**src/rtl/line_draw_engine.sv**
```systemverilog
// line_draw_engine: walks the pixels of a horizontal line, vertical line,
// Bresenham line or filled rectangle and issues one frame-buffer byte write
// per pixel over a valid/ready port.
// Optional build macro GFX_CLIP_EN: pixels outside SCREEN_W x SCREEN_H are
// skipped, one internal cycle each, without a handshake.
module line_draw_engine #(
   parameter int unsigned COORD_W  = 10,
   parameter int unsigned COLOUR_W = 8,
   parameter int unsigned SCREEN_W = 640,
   parameter int unsigned SCREEN_H = 480,
   parameter int unsigned ADDR_W   = 18
) (
   input  logic                  clk_i,
   input  logic                  rst_i,
   input  logic                  start_i,
   input  logic [1:0]            cmd_i,
   input  logic [COORD_W-1:0]    x1_i,
   input  logic [COORD_W-1:0]    y1_i,
   input  logic [COORD_W-1:0]    x2_i,
   input  logic [COORD_W-1:0]    y2_i,
   input  logic [COLOUR_W-1:0]   colour_i,
   output logic                  busy_o,
   output logic                  done_o,
   output logic                  pix_valid_o,
   input  logic                  pix_ready_i,
   output logic [ADDR_W-1:0]     pix_addr_o,
   output logic                  pix_uds_l_o,
   output logic                  pix_lds_l_o,
   output logic [2*COLOUR_W-1:0] pix_data_o
);

   localparam int unsigned EW = COORD_W + 2;
   localparam logic [1:0] CMD_HLINE = 2'b00;
   localparam logic [1:0] CMD_VLINE = 2'b01;
   localparam logic [1:0] CMD_LINE  = 2'b10;
   localparam logic [COORD_W-1:0] C_ONE = COORD_W'(1);

   typedef enum logic [2:0] {
      S_IDLE, S_SETUP, S_EMIT, S_DONE
`ifdef GFX_CLIP_EN
      , S_CLIP
`endif
   } state_t;

   state_t state_q, state_d;
   logic [1:0]          cmd_q, cmd_d;
   logic [COORD_W-1:0]  x1_q, x1_d, y1_q, y1_d, x2_q, x2_d, y2_q, y2_d;
   logic [COLOUR_W-1:0] colour_q, colour_d;
   logic [COORD_W-1:0]  x_q, x_d, y_q, y_d;
   logic [COORD_W-1:0]  x_start_q, x_start_d, x_end_q, x_end_d, y_end_q, y_end_d;
   logic signed [EW-1:0] dx_q, dx_d, dy_q, dy_d, err_q, err_d;
   logic                sx_neg_q, sx_neg_d, sy_neg_q, sy_neg_d;

   logic [COORD_W-1:0]  x_min, x_max, y_min, y_max, adx, ady;
   logic signed [EW:0]  e2, dy_ext, dx_ext;
   logic                step_x, step_y, advance;
   logic [ADDR_W:0]     lin_addr;

   // Endpoint ordering and absolute deltas from the latched command
   always_comb begin
      x_min = (x1_q <= x2_q) ? x1_q : x2_q;
      x_max = (x1_q <= x2_q) ? x2_q : x1_q;
      y_min = (y1_q <= y2_q) ? y1_q : y2_q;
      y_max = (y1_q <= y2_q) ? y2_q : y1_q;
      adx   = x_max - x_min;
      ady   = y_max - y_min;
      // Bresenham decisions, both taken from the pre-step error term
      e2     = $signed({err_q, 1'b0});
      dy_ext = $signed({dy_q[EW-1], dy_q});
      dx_ext = $signed({dx_q[EW-1], dx_q});
      step_x = (e2 >= dy_ext);
      step_y = (e2 <= dx_ext);
   end

   // Next-state and walk logic
   always_comb begin
      state_d   = state_q;
      cmd_d     = cmd_q;
      x1_d      = x1_q;
      y1_d      = y1_q;
      x2_d      = x2_q;
      y2_d      = y2_q;
      colour_d  = colour_q;
      x_d       = x_q;
      y_d       = y_q;
      x_start_d = x_start_q;
      x_end_d   = x_end_q;
      y_end_d   = y_end_q;
      dx_d      = dx_q;
      dy_d      = dy_q;
      err_d     = err_q;
      sx_neg_d  = sx_neg_q;
      sy_neg_d  = sy_neg_q;
      advance   = 1'b0;

      case (state_q)
         S_IDLE: begin
            if (start_i) begin
               cmd_d    = cmd_i;
               x1_d     = x1_i;
               y1_d     = y1_i;
               x2_d     = x2_i;
               y2_d     = y2_i;
               colour_d = colour_i;
               state_d  = S_SETUP;
            end
         end
         S_SETUP: begin
            if (cmd_q == CMD_LINE) begin
               x_d       = x1_q;
               y_d       = y1_q;
               x_start_d = x1_q;
               x_end_d   = x2_q;
               y_end_d   = y2_q;
               dx_d      = $signed({2'b00, adx});
               dy_d      = -$signed({2'b00, ady});
               err_d     = $signed({2'b00, adx}) - $signed({2'b00, ady});
               sx_neg_d  = (x2_q < x1_q);
               sy_neg_d  = (y2_q < y1_q);
            end else begin
               // hline/vline are rectangles collapsed to one row or column
               x_d       = (cmd_q == CMD_VLINE) ? x1_q : x_min;
               x_start_d = (cmd_q == CMD_VLINE) ? x1_q : x_min;
               x_end_d   = (cmd_q == CMD_VLINE) ? x1_q : x_max;
               y_d       = (cmd_q == CMD_HLINE) ? y1_q : y_min;
               y_end_d   = (cmd_q == CMD_HLINE) ? y1_q : y_max;
            end
            state_d = S_EMIT;
         end
         S_EMIT:  advance = pix_ready_i;
`ifdef GFX_CLIP_EN
         S_CLIP:  advance = 1'b1;
`endif
         S_DONE:  state_d = S_IDLE;
         default: state_d = S_IDLE;
      endcase

      if (advance) begin
         if (x_q == x_end_q && y_q == y_end_q) begin
            state_d = S_DONE;
         end else begin
            if (cmd_q == CMD_LINE) begin
               err_d = err_q + (step_x ? dy_q : '0) + (step_y ? dx_q : '0);
               if (step_x) x_d = sx_neg_q ? x_q - C_ONE : x_q + C_ONE;
               if (step_y) y_d = sy_neg_q ? y_q - C_ONE : y_q + C_ONE;
            end else if (x_q == x_end_q) begin
               x_d = x_start_q;
               y_d = y_q + C_ONE;
            end else begin
               x_d = x_q + C_ONE;
            end
            state_d = S_EMIT;
         end
      end

`ifdef GFX_CLIP_EN
      // Off-screen pixels are walked in CLIP instead of being offered
      if (state_d == S_EMIT && !((32'(x_d) < SCREEN_W) && (32'(y_d) < SCREEN_H)))
         state_d = S_CLIP;
`endif
   end

   // State and datapath registers; reset aborts any primitive in flight
   always_ff @(posedge clk_i or posedge rst_i) begin
      if (rst_i) begin
         state_q   <= S_IDLE;
         cmd_q     <= '0;
         x1_q      <= '0;
         y1_q      <= '0;
         x2_q      <= '0;
         y2_q      <= '0;
         colour_q  <= '0;
         x_q       <= '0;
         y_q       <= '0;
         x_start_q <= '0;
         x_end_q   <= '0;
         y_end_q   <= '0;
         dx_q      <= '0;
         dy_q      <= '0;
         err_q     <= '0;
         sx_neg_q  <= 1'b0;
         sy_neg_q  <= 1'b0;
      end else begin
         state_q   <= state_d;
         cmd_q     <= cmd_d;
         x1_q      <= x1_d;
         y1_q      <= y1_d;
         x2_q      <= x2_d;
         y2_q      <= y2_d;
         colour_q  <= colour_d;
         x_q       <= x_d;
         y_q       <= y_d;
         x_start_q <= x_start_d;
         x_end_q   <= x_end_d;
         y_end_q   <= y_end_d;
         dx_q      <= dx_d;
         dy_q      <= dy_d;
         err_q     <= err_d;
         sx_neg_q  <= sx_neg_d;
         sy_neg_q  <= sy_neg_d;
      end
   end

   // Pixel port decoded straight from registers, so it holds during a stall
   always_comb begin
      lin_addr    = (ADDR_W+1)'(32'(y_q) * SCREEN_W + 32'(x_q));
      busy_o      = (state_q != S_IDLE);
      done_o      = (state_q == S_DONE);
      pix_valid_o = (state_q == S_EMIT);
      pix_addr_o  = lin_addr[ADDR_W:1];
      pix_uds_l_o = ~(pix_valid_o & ~lin_addr[0]);
      pix_lds_l_o = ~(pix_valid_o & lin_addr[0]);
      pix_data_o  = {colour_q, colour_q};
   end

endmodule

```
**config.mk**
```make
export PLATFORM = sky130hd
export DESIGN_NAME = line_draw_engine
export DESIGN_NICKNAME = d
export VERILOG_FILES = /design/src/rtl/line_draw_engine.sv
export SDC_FILE = /design/constraint.sdc
export NUM_CORES = 1
export LEC_CHECK = 0
export BUFFER_PORTS_ARGS = -buffer_cell sky130_fd_sc_hd__buf_2
export CAP_MARGIN = 5
export CORE_MARGIN = 10
export CORE_UTILIZATION = 25
export CTS_BUF_LIST = sky130_fd_sc_hd__clkbuf_16
export CTS_CLUSTER_DIAMETER = 200
export DETAILED_ROUTE_END_ITERATION = 12
export GPL_ROUTABILITY_DRIVEN = 0
export HOLD_SLACK_MARGIN = 0.15
export SYNTH_ARGS = -nofsm -noshare
export SYNTH_HDL_FRONTEND = slang
export SYNTH_SLANG_ARGS = --single-unit
```
**constraint.sdc**
```tcl
create_clock -name clk_i -period 5.18 [get_ports clk_i]
set_input_delay 0.518 -clock clk_i [delete_from_list [all_inputs] [get_ports clk_i]]
set_output_delay 0.518 -clock clk_i [all_outputs]
set_load 0.005 [all_outputs]
```
==> flow_metrics.tcl <==
set metrics [dict create \
    status "completed" \
    die_y_um 235 \
    period_minus_slack_ps 4960 \
    fin_tns_setup_ps 0 \
    num_rows 78 \
    clock_sinks 138 \
    firstDrtPassIters 5 \
    hpwl_mm 25.3 \
    numCtsBuffers 17 \
    clockBufferDepth 2 \
    clk_latency_ps 430 \
    crit_arrival_ps 5300 \
    cp-end-kind "flip-flop" \
    synth_area_leaders "dfrtp_1, ha_1, o21ai_0, xnor2_1, nand2_1" \
    crit_fanout 11 \
    syn_area_per_cell_um2 8.56 \
    via_count 9971 \
    yosysSeqAreaShare_pct 29.9 \
    worst_clock_skew_ps 11.7 \
    synth-edff-count 0 \
    core_area_mm2 0.0455 \
    port_buffers 92 \
    drv_cap 0 \
    netlist_area_mm2 0.0115 \
    slew_violations 0 \
    required_ps 5520 \
    fin_crit_sh_pct 95.8 \
    final_hold_viol_count 0 \
    globalRouteOverflowTotal 0 \
    ant_nets 0 \
    n_antenna_cell 0 \
    dieArea_mm2 0.0551 \
    layout_common_cells "dfrtp_1, nand2_1, o21ai_0" \
    ys.flop_type "dfrtp_1" \
    setup_violations 0 \
    synth_top_area_share_pct 29.9 \
    netlist_instances 1347 \
    crit_type "reg -> reg" \
    grt_usage_pct 11.7 \
    antenna_found_initial 1 \
    async_flop_share_pct 100 \
    start_kind "flip-flop" \
    hp-class "in -> reg" \
    tightest_slew_ps 1080 \
    cts_tree "done" \
    io_pins 93 \
    final_nets 1555 \
    max-slew-margin-rel_pct 28.3 \
    routed_wl_mm 33.2 \
    fillCellCount 4898 \
    drc 0 \
    cts-root-buf "clkbuf_16" \
    grt_max_degree 94 \
    grt_pass1_vias 9725 \
    final_common_cell "dfrtp_1" \
    area_growth_pct 14.5 \
    clkSlewWorstSetupHoldPaths_ps 70 \
    avgRoutedWirePerCell_um 16.5 \
    yosysTopAreaCell "dfrtp_1" \
    grt_pass1_wl_mm 53.8 \
    htree_levels 4 \
    drt_iter0_markers 804 \
    yosys_warnings 0 \
    synth-seq-cells 138 \
    die_w_um 235 \
    timing.fmax_ghz 0.201 \
    ys_types 87 \
    drive_gt1_share_pct 17.2 \
    start_util_pct 25.4 \
    routed_via_density 4.95 \
    synth_nets 1499 \
]
==> cell usage after synthesis, types with 14 or more instances <==
cell type  instances
fa_1              14
nand2_1          123
and3_1            15
ha_1              84
o211ai_1          14
a21o_1            20
nor2_1            85
xnor2_1           62
dfrtp_1          138
nand3_1           52
mux2i_1           27
inv_1             84
nor3_1            25
o21ai_0          109
mux2_2            30
o21a_1            26
buf_4             26
nand2b_1          15
nor2b_1           20
clkbuf_1          58
xor2_1            38
a21oi_1           71
and2_1            26
==> metrics by stage <==
step | utilization, % | setup slack, ps | area [um^2] | hold WS (ps) | instances
2_1_floorplan | - | 304 | 11500 | 459 | 1347
4_1_cts | 28.8 | 47.6 | 13100 | 268 | 2008
5_1_grt | 29.0 | -100 | 13200 | 288 | 2016
3_3_place_gp | 27.5 | -45.3 | 12500 | 470 | 1974
3_5_place_dp | 27.5 | -87.9 | 12500 | 475 | 1974
6_report | 29.0 | 217 | 13200 | 288 | 2016
==> logic make-up after synthesis <==
| kind of cell | synth area share, % |
|---|---|
| simple gates | 17.9 |
| buf+inv | 6.88 |
| compound gates | 20.2 |
| flops | 29.9 |
| fa+ha+maj | 11.9 |
| xor+xnor | 7.88 |
| mux | 5.27 |
==> sequential cells by signal (all words and copies together), names as in the netlist, 8 cells and up <==
name,flops
dy_q,12
err_q,12
dx_q,10
x1_q,10
x2_q,10
x_end_q,10
x_q,10
x_start_q,10
y1_q,10
y2_q,10
y_end_q,10
y_q,10
colour_q,8
==> layer usage <==
metal / vias up / global-route usage [%] / wire (um)
met5: - / 0 / 0
li1: 4842 / - / -
met1: 4836 / 16.2 / 16200
met3: 36 / 2.21 / 1450
met2: 257 / 18.5 / 15200
met4: 0 / 2.53 / 408
==> critical path, cell delays in order (launching register included) <==
cell and delay (ps):
dfrtp_1 420, inv_1 110, ha_1 410, and4_4 260, o211a_2 190, or2_4 340, o311a_4 420, ha_1 220
nor2_1 190, xor2_2 250, ha_1 310, a21o_1 180, a21o_1 200, a21o_1 190, maj3_2 330, maj3_2 340
a221oi_2 280, nor2_1 130, o211ai_1 100
==> area by class of cell <==
cell class | count | area, um^2 | share of cell area [%]
clock inverters | 15 | 129 | 0.976
inverters | 84 | 320 | 2.42
repair buffers | 131 | 759 | 5.75
multi-input cells | 1031 | 7370 | 55.8
clock buffers | 17 | 425 | 3.22
flip-flops and latches | 138 | 3450 | 26.1
well taps | 600 | 751 | 5.68
==> timing repair <==
item,CTS,global route
resized for setup,2,18
endpoints found under the setup margin,1,5
hold endpoints to repair,43,0
buffers inserted,1,7
hold buffers,1,0
gates cloned,0,1
pin swaps,0,6
==> path summary, 6_finish.rpt <==
kind	slack, ps	from	end	cells after the start
worst max-delay path	220	y1_q[6]	err_q[11]	18
worst min-delay path	290	y1_i[8]	y1_q[8]	3
worst max register to register	220	y1_q[6]	err_q[11]	18
worst min register to register	490	x_start_q[6]	x_start_q[6]	1
max in group asynchronous	3360	rst_i	x1_q[3]	4
min in group asynchronous	640	rst_i	y1_q[7]	3
Power is left out: the tool's default activity adds up to more than one toggle a clock period on the data nets, which glitch-free logic cannot reach.
